File: config.mk
export PLATFORM = sky130hd
export DESIGN_NAME = fir_mac_ctrl
export DESIGN_NICKNAME = d
export VERILOG_FILES = /design/src/rtl/fir_mac_ctrl.sv
export SDC_FILE = /design/constraint.sdc
export NUM_CORES = 1
export LEC_CHECK = 0
export ABC_AREA = 1
export BUFFER_PORTS_ARGS = -buffer_cell sky130_fd_sc_hd__clkbuf_2
export CELL_PAD_IN_SITES_DETAIL_PLACEMENT = 0
export CELL_PAD_IN_SITES_GLOBAL_PLACEMENT = 1
export CORE_MARGIN = 2
export CORE_UTILIZATION = 45
export DETAILED_ROUTE_END_ITERATION = 10
export GPL_TIMING_DRIVEN = 1
export PLACE_DENSITY_LB_ADDON = 0.1
export SYNTH_ARGS = -nofsm -noshare
export SYNTH_HDL_FRONTEND = slang
export SYNTH_SLANG_ARGS = --single-unit
File: constraint.sdc
create_clock -name clk -period 11.9 [get_ports clk]
set_clock_uncertainty 0.2 [all_clocks]
set_input_delay 2.38 -clock clk [delete_from_list [all_inputs] [get_ports clk]]
set_output_delay 2.38 -clock clk [all_outputs]
set_load 0.01 [all_outputs]
File: src/rtl/fir_mac_ctrl.sv
// rtl/fir_mac_ctrl.sv - 17-tap FIR sequencer and multiply-accumulate stage
//
// Accepts one 14-bit sample at a time, pushes it into the external tap delay
// line, then accumulates the 17 tap outputs against a loadable Q2.14
// coefficient bank (one tap per cycle) and emits one 16-bit result per sample.
//
// Build option: FIR_MAC_SAT_EN - when defined the scaled result is clamped to
// [-32768, 32767]; when undefined y_out is acc[29:14] and wraps on overflow.
//
// Ports:
//   clk               clock, rising edge
//   rstn              asynchronous active-low reset
//   sample_valid      new input sample present
//   sample_in[13:0]   signed input sample
//   ready             high in IDLE; sample accepted on sample_valid && ready
//   sample_drop       one-cycle pulse after an edge where a sample was refused
//   shift_data_state  delay-line shift enable (registered)
//   head_flag         marks the first shift after reset
//   shift_data[13:0]  sample presented to the delay-line input
//   tap_0..tap_16     signed delay-line outputs, tap_0 newest
//   coef_we           coefficient write strobe (honoured only in IDLE)
//   coef_addr[4:0]    coefficient index, 0..16 valid
//   coef_wdata[15:0]  signed Q2.14 coefficient
//   y_out[15:0]       signed filter output, holds last value
//   y_valid           one-cycle pulse when y_out updates

module fir_mac_ctrl (
   input  logic        clk,
   input  logic        rstn,
   input  logic        sample_valid,
   input  logic [13:0] sample_in,
   output logic        ready,
   output logic        sample_drop,
   output logic        shift_data_state,
   output logic        head_flag,
   output logic [13:0] shift_data,
   input  logic [13:0] tap_0,
   input  logic [13:0] tap_1,
   input  logic [13:0] tap_2,
   input  logic [13:0] tap_3,
   input  logic [13:0] tap_4,
   input  logic [13:0] tap_5,
   input  logic [13:0] tap_6,
   input  logic [13:0] tap_7,
   input  logic [13:0] tap_8,
   input  logic [13:0] tap_9,
   input  logic [13:0] tap_10,
   input  logic [13:0] tap_11,
   input  logic [13:0] tap_12,
   input  logic [13:0] tap_13,
   input  logic [13:0] tap_14,
   input  logic [13:0] tap_15,
   input  logic [13:0] tap_16,
   input  logic        coef_we,
   input  logic [4:0]  coef_addr,
   input  logic [15:0] coef_wdata,
   output logic [15:0] y_out,
   output logic        y_valid
);

   localparam int NTAPS = 17;
   localparam logic [4:0] LAST_IDX = 5'd16;

   typedef enum logic [1:0] {
      IDLE  = 2'd0,
      SHIFT = 2'd1,
      MAC   = 2'd2,
      DONE  = 2'd3
   } state_t;

   state_t             state;
   state_t             state_nxt;
   logic               accept;
   logic               mac_last;

   logic [15:0]        coef [NTAPS];
   logic [4:0]         idx;
   logic signed [34:0] acc;
   logic               head_seen;

   logic [13:0]        tap_sel;
   logic [15:0]        coef_sel;
   logic signed [29:0] tap_ext;
   logic signed [29:0] coef_ext;
   logic signed [29:0] prod;
   logic signed [20:0] acc_shr;
   logic [15:0]        y_scaled;
   logic               scale_unused;

   // State register
   always_ff @(posedge clk or negedge rstn) begin
      if (!rstn) begin
         state <= IDLE;
      end else begin
         state <= state_nxt;
      end
   end

   // Next state and handshake decode
   always_comb begin
      state_nxt = state;
      accept    = 1'b0;
      mac_last  = 1'b0;
      ready     = 1'b0;
      case (state)
         IDLE: begin
            ready = 1'b1;
            if (sample_valid) begin
               accept    = 1'b1;
               state_nxt = SHIFT;
            end
         end
         SHIFT: begin
            state_nxt = MAC;
         end
         MAC: begin
            if (idx == LAST_IDX) begin
               mac_last  = 1'b1;
               state_nxt = DONE;
            end
         end
         DONE: begin
            state_nxt = IDLE;
         end
         default: begin
            state_nxt = IDLE;
         end
      endcase
   end

   // Tap select for the current MAC index
   always_comb begin
      tap_sel = 14'd0;
      case (idx)
         5'd0:    tap_sel = tap_0;
         5'd1:    tap_sel = tap_1;
         5'd2:    tap_sel = tap_2;
         5'd3:    tap_sel = tap_3;
         5'd4:    tap_sel = tap_4;
         5'd5:    tap_sel = tap_5;
         5'd6:    tap_sel = tap_6;
         5'd7:    tap_sel = tap_7;
         5'd8:    tap_sel = tap_8;
         5'd9:    tap_sel = tap_9;
         5'd10:   tap_sel = tap_10;
         5'd11:   tap_sel = tap_11;
         5'd12:   tap_sel = tap_12;
         5'd13:   tap_sel = tap_13;
         5'd14:   tap_sel = tap_14;
         5'd15:   tap_sel = tap_15;
         5'd16:   tap_sel = tap_16;
         default: tap_sel = 14'd0;
      endcase
   end

   always_comb begin
      coef_sel = 16'd0;
      if (idx <= LAST_IDX) begin
         coef_sel = coef[idx];
      end
   end

   // Both operands sign-extended to the 30-bit product width so the low
   // 30 bits of the multiply are the exact signed 14x16 product.
   assign tap_ext  = {{16{tap_sel[13]}}, tap_sel};
   assign coef_ext = {{14{coef_sel[15]}}, coef_sel};
   assign prod     = tap_ext * coef_ext;

   // Dropping the low 14 bits is an arithmetic shift right by 14 (floor).
   assign acc_shr = acc[34:14];

`ifdef FIR_MAC_SAT_EN
   always_comb begin
      y_scaled = acc_shr[15:0];
      if (acc_shr > 21'sd32767) begin
         y_scaled = 16'h7FFF;
      end else if (acc_shr < -21'sd32768) begin
         y_scaled = 16'h8000;
      end
   end
   assign scale_unused = ^acc[13:0];
`else
   assign y_scaled     = acc_shr[15:0];
   assign scale_unused = ^{acc_shr[20:16], acc[13:0]};
`endif

   // Datapath and registered outputs
   always_ff @(posedge clk or negedge rstn) begin
      if (!rstn) begin
         shift_data_state <= 1'b0;
         head_flag        <= 1'b0;
         head_seen        <= 1'b0;
         shift_data       <= 14'd0;
         y_out            <= 16'd0;
         y_valid          <= 1'b0;
         sample_drop      <= 1'b0;
         acc              <= 35'sd0;
         idx              <= 5'd0;
         for (int i = 0; i < NTAPS; i++) begin
            coef[i] <= (i == 0) ? 16'h4000 : 16'h0000;
         end
      end else begin
         sample_drop <= sample_valid & ~ready;
         y_valid     <= 1'b0;

         case (state)
            IDLE: begin
               if (accept) begin
                  shift_data       <= sample_in;
                  shift_data_state <= 1'b1;
                  head_flag        <= ~head_seen;
                  head_seen        <= 1'b1;
               end
            end
            SHIFT: begin
               // Delay line captures shift_data on this edge.
               shift_data_state <= 1'b0;
               head_flag        <= 1'b0;
               acc              <= 35'sd0;
               idx              <= 5'd0;
            end
            MAC: begin
               acc <= acc + {{5{prod[29]}}, prod};
               if (!mac_last) begin
                  idx <= idx + 5'd1;
               end
            end
            DONE: begin
               y_out   <= y_scaled;
               y_valid <= 1'b1;
            end
            default: begin
            end
         endcase

         // Coefficients only change between samples so a MAC pass always
         // sees a consistent bank.
         if (coef_we && ready && (coef_addr <= LAST_IDX)) begin
            coef[coef_addr] <= coef_wdata;
         end
      end
   end

endmodule

Yosys cells after proc, flatten, opt, wreduce, memory -nomap -nowiden
Cells that the tools add are included.
Widths: inputs -> output; s select.

storage, ports and cells
  output and inout bits = 35
  flip-flop bits (word level) = 349
  bits of input ports = 277
  logic and storage cells = 98

operators by class
  add/sub/neg operators = 2
  equal/unequal tests = 23
  reductions and logical operators = 11
  magnitude comparators = 5
  multiplexer cells = 24
  multiply operators = 1
  bitwise operators = 5

operators with widths
  cell                 number
  $bwmux 272           1
  $pmux 14 s17         1
  $bmux 16 s5          1
  $demux 16 s5         1
  $pmux 35 s2          1
  $mux 16              4
  $eq 5x4->1 const B   8
  $add 35x35->35       1
  $mul 14x16->30       1
  $eq 5x3->1 const B   4
  $ge 6x6->1 const B   2
  $not 5->6            2
  $eq 5x2->1 const B   2
  $le 5x5->1 const B   2
  $pmux 5 s2           1
  $mux 1               8
  $ne 2x2->1 const B   4
  $pmux 2 s4           1
  $reduce_and 2->1     4
  $lt 6x1->1 const B   1
  $add 5x1->5 const B  1
  $eq 5x1->1 const B   1
  $eq 5x5->1 const B   1
  $logic_not 5->1      1
  10 further kinds     17

Logic depth before layout (Yosys ltp)
Gate-level depths: netlist (run 1).

  word-level depth = 8
  depth in mapped cells = 53
  mapped depth without buffers = 48

Worst setup path after synthesis (run 1)
Ideal clock, no wire load.

  path type = input to register
  start point = in tap_13[2]
  end point = reg acc[25]
  data required time = 11577 ps
  slack = 2694 ps
  cell stages on the path = 36
  library setup time = 123 ps
  buffers on the path = 1
  data arrival time = 8883 ps
  cells stage by stage = a22o_1 > nor3_1 > inv_1 > nor2_2 > buf_2 > a21oi_1 > fa_1 > inv_1 > fa_1 > inv_1 > fa_1 > inv_1 > fa_1 > inv_1 > fa_1 > inv_1 > fa_1 > inv_1 > ha_1 > a21oi_1 > nor2_1 > nor2_1 > o21ai_0 > a21o_1 > nand2_1 > nand2_1 > xor2_1 > ha_1 > nand2_1 > nor2_1 > nand2_1 > or2_2 > nand3_1 > a21oi_1 > o21ai_0 > nand2_1

on the way
  cells in the longest elaborated chain, start to end = 4

ends and longest elaborated chain
  what                    RTL line  RTL
  start: declaration      50        input logic [13:0] tap_13,
  $pmux 14 s17            134       case (idx)
  $mul 14x16->30          167       assign prod = tap_ext * coef_ext;
  $add 35x35->35          223       acc <= acc + {{5{prod[29]}}, prod};
  $pmux 35 s2             206       case (state)
  end signal: assignment  223
  end: declaration        78        logic signed [34:0] acc;

No other way between the ends.
A chain may end at the register's enable or synchronous reset.

Worst setup path in the final report (run 1)
  start point = reg idx[1]
  end point = reg acc[29]

on the way
  cells in the longest elaborated chain, start to end = 8
  elaborated cells on any way between the ends = 27
  those cells by class = 1 x add/sub; 1 x mul; 1 x order compare; 16 x eq/ne; 6 x mux; 1 x bitwise; 1 x reduce/logical

ends and longest elaborated chain
  what                                        RTL line  RTL
  start: declaration                          77        logic [4:0] idx;
  start signal: assignment                    225       idx <= idx + 5'd1;
  $not 5->6 (not written as such)             159       coef_sel = coef[idx];
  $bmux 16 s5                                 159
  $mux 16 (not written as such) (2 in a row)  159
  $mux 16                                     158       if (idx <= LAST_IDX) begin
  $mul 14x16->30 *                            167
  $add 35x35->35 *                            223
  $pmux 35 s2 *                               206

Mark *: on every way between the ends. The rest lies on a longest branch, timed or not. The select of a mux whose other input is x is not followed.

==> flow_metrics.tcl, run 1 <==
set metrics [dict create \
    status "finished, final reports clean" \
    vias 25131 \
    post-dp-hpwl_um 73330 \
    setup_tns_ps 0 \
    synth_warnings 0 \
    post-route-period-util_pct 88.17 \
    cts_hold_buffers 0 \
    fmax_mhz 95.31 \
    maxCapViolCount 0 \
    endpoint_kind "flop" \
    via_per_inst 5.553 \
    synth_cells 3482 \
    worst-slew-pin-transition_ps 1075 \
    setup-violations-final 0 \
    hold_violations 0 \
    syn_area_mm2 0.02726 \
    async_flop_share_pct 100.0 \
    final_cells 4526 \
    grt_max_degree 163 \
    port-buffer-count 311 \
    ys_seq_elements 344 \
    gp_congestion 1.000 \
    finish.utilization_pct 50.99 \
    yosysSeqAreaShare_pct 31.58 \
    yosysUniqueCellTypes 52 \
    rows 90 \
    cts_tree "done" \
    cp_slowest_cell "dfrtp_2" \
    synthTopCellsByArea "dfrtp_1 (31%), fa_1 (16%), nand2_1 (12%), o21ai_0 (8.3%), inv_1 (6.4%)" \
    numCtsBuffers 35 \
    slew_headroom_pct 28.22 \
    cp_max_fo 32 \
    ant_nets 0 \
    clockRootBuffer "clkbuf_16" \
    drt_wl_total_um 97030 \
    synth_top_cell_by_area "dfrtp_1" \
    dieWidth_um 250.1 \
    cts_num_sinks 344 \
    critPathLaunchType "flop" \
    ctsResizeCount 0 \
    layout_commonest_cell "nand2_1" \
    die_h_um 250.1 \
    grt_util_all_layers_pct 31.19 \
    drt_iter0_drc 2039 \
    start_util_pct 45.34 \
    synth_edf_count 0 \
    cts_max_level 2 \
    core_region_area_mm2 0.06013 \
    syn_to_final_growth_pct 12.47 \
    holdWs_ps 271.0 \
    slew_viol_final 0 \
    wl_per_cell_um 21.44 \
    synth.top_cell.area_share_pct 31.48 \
    cp_slowest_stage_delay_ps 840 \
    syn_area_per_cell_um2 7.830 \
    grt_setup_unrepaired "false" \
    ys.flop_type "dfrtp_1" \
    grt_first_pass_wirelength_um 151200 \
    arrival_ps 10710 \
    final_cell_mix "nand2_1 (853), inv_1 (465), o21ai_0 (453), dfrtp_1 (341), clkbuf_2 (310)" \
    drc 0 \
    grt-ovfl-total 0 \
    worst_hold_path_type "reg2reg" \
    antenna_found_initial 12 \
    placed_cells 4457 \
    die_area_mm2 0.06257 \
    post_cts_buffers 0 \
    grt_pass1_vias 25368 \
    fin_crit_ps 10490 \
    path_common_cell "nand2_1" \
    dr.pass1.iters 6 \
    cts.clk_slew.worst_paths_ps 60 \
    clk_latency_ps 550 \
    syn-num-nets 4088 \
    cp.required_ps 12120 \
    worstSetupPathType "reg2reg" \
    layout-drive-gt1-share_pct 12.90 \
    clk_path_buf_depth 3 \
    fin_nets 4318 \
    num_io_pins 312 \
]
[worst max-delay path: cells and delay by family, from the launching register on]
family                     cells  cell delay, ps
AOI/OAI and AO/OA              8            1930
DFF                            1             840
buffers and inverters          7             830
xor gates and xnor gates       1             270
adders and majority gates      9            4070
and+or+nand+nor               15            2210
[flip-flops by register name, summed over array words and instances, names as in the netlist]
signal / count
sample_drop: 1
y_valid: 1
coef: 272
head_flag: 1
idx: 5
head_seen: 1
state: 2
acc: 30
shift_data: 14
shift_data_state: 1
y_out: 16
[cell families after synthesis]
family                   synth area share (%)
AO/OA/AOI/OAI                           17.34
XOR/XNOR                               0.8995
adder cells (fa/ha/maj)                 21.19
buffers and inverters                   9.243
flip-flops                              31.58
multiplexers                            1.023
AND/OR/NAND/NOR                         18.73
[metal layers]
| metal | global-route usage (%) | share of wire [%] | wire, um |
|---|---|---|---|
| met1 | 42.84 | 43 | 42210 |
| met2 | 52.33 | 48 | 46310 |
| met3 | 2.889 | 5.7 | 5514 |
| met4 | 9.855 | 3.1 | 2999 |
| met5 | 0 | 0 | 0 |
[worst paths after layout]
kind	endpoint	slack, ps	depth (start not counted)	start
hold / removal	head_flag	270	1	head_seen
setup / recovery	acc[29]	1410	40	idx[1]
setup reg to reg	acc[29]	1410	40	idx[1]
max in group asynchronous	idx[0]	8250	2	rstn
min in group asynchronous	coef[117]	1690	1	rstn
hold reg to reg	head_flag	270	1	head_seen
[Yosys cell counts (9+ instances only)]
cell type / number
a221oi_1: 17
inv_1: 465
o22ai_1: 71
o21bai_1: 11
xor2_1: 16
a21oi_1: 159
mux2i_1: 11
clkbuf_1: 100
nand2_2: 9
a22o_1: 40
a211oi_1: 14
nor3_1: 22
buf_2: 43
xnor2_1: 12
fa_1: 221
mux2_2: 15
nand4_1: 21
nand3_1: 63
nor2_1: 284
dfrtp_1: 343
a21o_1: 13
inv_2: 25
ha_1: 108
o21ai_0: 454
nand2_1: 853
[cell type report]
cell class	instances	area, um^2
inverter	491	1844
clock buffer	47	991.0
fill	6002	29470
multi-input combinational	2493	16130
clock inverter	14	219.0
antenna	8	20.02
timing repair buffer	347	1862
tap	782	978.4
sequential	344	8615
[per-stage QoR]
stage	instance area (um^2)	worst slack (ps)
final	30660	1408
after global routing	30660	633.3
after detailed placement	29430	1182
after floorplan	27260	2694
after global placement	29430	982.1
after CTS	30640	1418
Power of run 1 is left out: the tool's default activity adds up to more than one toggle a clock period on the data nets, which glitch-free logic cannot reach.
==> run 2, diff against run 1 <==
ABC_AREA = not set   (was 1)
CORE_UTILIZATION = 48   (was 45)
==> run 2 against run 1 <==
Via count fell by 24%. Non-clock buffer count rose by 24. Critical path type is now in2reg. Die area fell by 9.9%. Clock-buffer cell count rose by 14. Global-route usage fell by 3.2 points. Fmax fell by 2.8%. Worst hold slack got worse by 20 ps. Critical path depth fell by 9. Sequential share of layout area rose by 0.62 points.
==> flow_metrics.tcl, run 2 <==
set metrics [dict create \
    setup_tns_ps 0 \
    synth_warnings 0 \
    grt_max_degree 190 \
    arrival_ps 11030 \
    cp_slowest_stage_delay_ps 870 \
    clk_path_buf_depth 3 \
    rows 85 \
    critPathLaunchType "input port" \
    cp.required_ps 12140 \
    synth_edf_count 0 \
    post-dp-hpwl_um 59510 \
    cp_slowest_cell "a222oi_1" \
    largest_reg_flops 272 \
    post_cts_buffers 0 \
    yosysUniqueCellTypes 75 \
    worst-slew-pin-transition_ps 1164 \
    die_h_um 237.4 \
    grt_setup_unrepaired "false" \
    core_region_area_mm2 0.05381 \
    syn_area_per_cell_um2 11.15 \
    dieWidth_um 237.4 \
    final_cell_mix "dfrtp_1 (341), clkbuf_2 (310), mux2_2 (309), inv_1 (308), fa_1 (221)" \
    cts_hold_buffers 0 \
    cts.clk_slew.worst_paths_ps 60 \
    synth_top_cell_by_area "dfrtp_1" \
    maxCapViolCount 0 \
    synth.most_common_cell "dfrtp_1" \
    dr.pass1.iters 6 \
    ys_top_cells_by_count "dfrtp_1 (343), mux2_2 (309), inv_1 (308), fa_1 (221), nor2_1 (178)" \
    fmax_mhz 92.69 \
    grt_util_all_layers_pct 28.00 \
    synth_cells 2346 \
    grt_pass1_vias 20304 \
    worst_hold_path_type "reg2reg" \
    synth.top_cell.area_share_pct 32.83 \
    wl_per_cell_um 22.95 \
    regMostFlops "coef" \
    port-buffer-count 311 \
    die_area_mm2 0.05635 \
    async_flop_share_pct 100.0 \
    numCtsBuffers 39 \
    cts_num_sinks 344 \
    drt_wl_total_um 77370 \
    setup-violations-final 0 \
    status "finished, final reports clean" \
    antenna_found_initial 3 \
    holdWs_ps 251.1 \
    grtUsageMet3_pct 6.004 \
    worstSetupPathType "in2reg" \
    ys.flop_type "dfrtp_1" \
    vias 19060 \
    hold_violations 0 \
    via_per_inst 5.654 \
    placed_cells 3298 \
    ctsResizeCount 0 \
    yosysSeqAreaShare_pct 32.93 \
    fin_nets 3249 \
    post-route-period-util_pct 90.67 \
    clk_latency_ps 580 \
    ant_nets 0 \
    gp_congestion 1.047 \
    final_cells 3371 \
    final_area_mm2 0.03000 \
    synthTopCellsByArea "dfrtp_1 (33%), fa_1 (17%), mux2_2 (13%), mux4_2 (6.2%), ha_1 (5.2%)" \
    met1_usage_pct 37.16 \
    clockRootBuffer "clkbuf_16" \
    cts_tree "done" \
    endpoint_kind "flop" \
    drc 0 \
    syn_area_mm2 0.02615 \
    num_io_pins 312 \
    ys_seq_elements 344 \
    grt.met2_usage_pct 46.32 \
    layout_commonest_cell "dfrtp_1" \
    slew_headroom_pct 22.10 \
    place_area_mm2 0.02865 \
    grt_first_pass_wirelength_um 119100 \
    layout-drive-gt1-share_pct 31.38 \
    busiest_layer "met2" \
    grt-ovfl-total 0 \
    slew_viol_final 0 \
    fin_crit_ps 10790 \
    reg_top3 "coef (272), acc (30), y_out (16)" \
    cp_max_fo 15 \
    syn_to_final_growth_pct 14.74 \
    syn-num-nets 2952 \
    drt_iter0_drc 1209 \
    cts_max_level 2 \
    start_util_pct 48.59 \
    path_common_cell "fa_1" \
]
## run 2: layer usage
layer  part of all wire (%)  routed length, um  vias to the layer above
li1                       -                  -                     8629
met1                     43              33190                     9792
met2                     48              36980                      498
met3                    6.2               4791                      139
met4                    3.1               2384                        2
met5                  0.014                 11                        -
## run 2: worst paths after layout
check | slack, ps | to | from | cells after the start
max in group asynchronous | 7570 | coef[235] | rstn | 3
min in group asynchronous | 1550 | shift_data[0] | rstn | 1
max reg2reg | 1350 | acc[29] | idx[4] | 34
min reg2reg | 250 | head_seen | head_seen | 2
min | 250 | head_seen | head_seen | 2
max | 1110 | acc[29] | tap_8[6] | 31
## run 2: per-stage QoR
step	worst slack, ps	utilization (%)
4_1_cts	1334	55.75
2_1_floorplan	1138	-
6_report	1111	55.75
3_5_place_dp	732.9	53.23
5_1_grt	759.1	55.75
3_3_place_gp	820.0	53.23
## run 2: area by class of cell
type | count | area, um^2
antenna | 1 | 2.502
clock buffer | 61 | 1179
clock inverter | 11 | 172.7
fill | 4706 | 23810
inverter | 320 | 1201
multi-input combinational | 1567 | 15920
sequential | 344 | 8615
tap | 696 | 870.8
timing repair buffer | 371 | 2042
## run 2: critical path: cells and delay by family
kind,cells,cell delay (ps)
simple gates,6,980
buf+inv,5,610
compound gates,10,3140
fa+ha+maj,8,3610
xor+xnor,2,280
## run 2: cells by family after synthesis
| kind of cell | Yosys count | share of synthesized area (%) |
|---|---|---|
| AO/OA/AOI/OAI | 332 | 9.178 |
| flip-flops | 344 | 32.93 |
| AND/OR/NAND/NOR | 458 | 7.681 |
| multiplexers | 391 | 19.90 |
| XOR/XNOR | 57 | 1.909 |
| adder cells (fa/ha/maj) | 329 | 22.09 |
| buffers and inverters | 435 | 6.317 |
Power of run 2 is left out for the same reason.
==> run 3, diff against run 2 <==
clock period = 10.35 ns   (was 11.9 ns; I/O delays follow)
==> run 3 against run 2 <==
Sequential share of layout area fell by 0.79 points. Cell count rose by 3.1%. Flip-flop and latch count did not move. Design area rose by 2.8%. Die area did not move. Highest routed layer is now met4.
==> flow_metrics.tcl, run 3 (same netlist as run 2, synthesis figures left out) <==
set metrics [dict create \
    path_common_cell "fa_1" \
    arrival_ps 10100 \
    port-buffer-count 311 \
    cts_max_level 2 \
    worst-slew-pin-transition_ps 1097 \
    worstSetupPathType "in2reg" \
    clk_latency_ps 580 \
    dieWidth_um 237.4 \
    post_cts_buffers 0 \
    syn_to_final_growth_pct 17.99 \
    die_h_um 237.4 \
    vias 19533 \
    start_util_pct 48.59 \
    setup-violations-final 0 \
    reg_top3 "coef (272), acc (30), y_out (16)" \
    fin_nets 3356 \
    grt_setup_unrepaired "false" \
    grt_pass1_vias 21207 \
    post-route-period-util_pct 95.25 \
    hp-start "head_seen" \
    core_region_area_mm2 0.05381 \
    drc 0 \
    gp_congestion 1.035 \
    cp_slowest_stage_delay_ps 540 \
    path_delay_family "adder cells" \
    layout-drive-gt1-share_pct 34.04 \
    clk_path_buf_depth 3 \
    r2r-start "idx[0]" \
    fin_crit_ps 9858 \
    hold_violations 0 \
    post-dp-hpwl_um 63620 \
    regMostFlops "coef" \
    cp_slowest_cell "fa_1" \
    largest_reg_flops 272 \
    slew_headroom_pct 26.70 \
    wl_per_cell_um 23.31 \
    clockRootBuffer "clkbuf_16" \
    drt_wl_total_um 81030 \
    grt_first_pass_wirelength_um 126700 \
    antenna_found_initial 2 \
    slew_viol_final 0 \
    drt_iter0_drc 1148 \
    via_per_inst 5.618 \
    die_area_mm2 0.05635 \
    cts.clk_slew.worst_paths_ps 60 \
    endpoint_kind "flop" \
    maxCapViolCount 0 \
    rows 85 \
    cts_num_sinks 344 \
    num_io_pins 312 \
    grt_util_all_layers_pct 29.67 \
    cp_max_fo 5 \
    critPathLaunch "tap_7[10]" \
    status "finished, final reports clean" \
    cts_tree "done" \
    dr.pass1.iters 5 \
    grt_max_degree 202 \
    final_cell_mix "dfrtp_1 (341), clkbuf_2 (310), mux2_2 (309), inv_1 (308), fa_1 (221)" \
    worst_hold_path_type "reg2reg" \
    cts_hold_buffers 0 \
    path_buf_inv 6 \
    final_area_mm2 0.03085 \
    ant_nets 0 \
    fmax_mhz 101.4 \
    numCtsBuffers 38 \
    critPathLaunchType "input port" \
    place_area_mm2 0.02951 \
    cp.required_ps 10590 \
    layout_commonest_cell "dfrtp_1" \
    grt-ovfl-total 0 \
]
[run 3: layout make-up]
cell class              instances  area (um^2)
fillers                      4672        22960
multi-input cells            1567        15930
flip-flops and latches        344         8615
repair buffers                479         2890
inverters                     320         1201
clock buffers                  58         1136
well taps                     696        870.8
clock inverters                11        197.7
diodes                          2        5.005
[run 3: path summary, 6_finish.rpt]
| path | to | depth (start not counted) | slack, ps |
|---|---|---|---|
| worst min-delay path | head_seen | 2 | 250 |
| worst max-delay path | acc[29] | 34 | 490 |
| min in group asynchronous | shift_data[2] | 1 | 1250 |
| worst min register to register | head_seen | 2 | 250 |
| worst max register to register | acc[29] | 36 | 580 |
| max in group asynchronous | coef[134] | 3 | 6350 |
[run 3: metal layers]
layer	up-vias	global-route usage, %	routed length [um]
met5	-	0	0
met4	0	7.223	1843
met3	110	4.645	3888
met2	429	50.56	39840
met1	10141	39.95	35460
li1	8853	-	-
[run 3: worst min-delay path, cell delays in order, from the launching register on]
cell     delay, ps
dfrtp_1        320
inv_1           50
nand2_1         50
[run 3: stage by stage]
step / setup WS (ps) / std cells / TNS, ps / utilization [%] / hold slack, ps
global route: 0.9726 / 3477 / 0 / 57.33 / 289.3
CTS: 517.5 / 3475 / 0 / 57.31 / 249.0
detailed placement: -88.07 / 3406 / -88.07 / 54.83 / 237.9
finish: 491.7 / 3477 / 0 / 57.33 / 245.2
floorplan: 75.09 / 2346 / 0 / - / 213.9
global placement: 51.41 / 3406 / 0 / 54.83 / 227.3
[run 3: what timing repair did]
action	in CTS	in global routing
setup endpoints to repair	0	1
gates resized for setup	0	1
endpoints found under the hold margin	0	0
Power of run 3 is left out for the same reason.
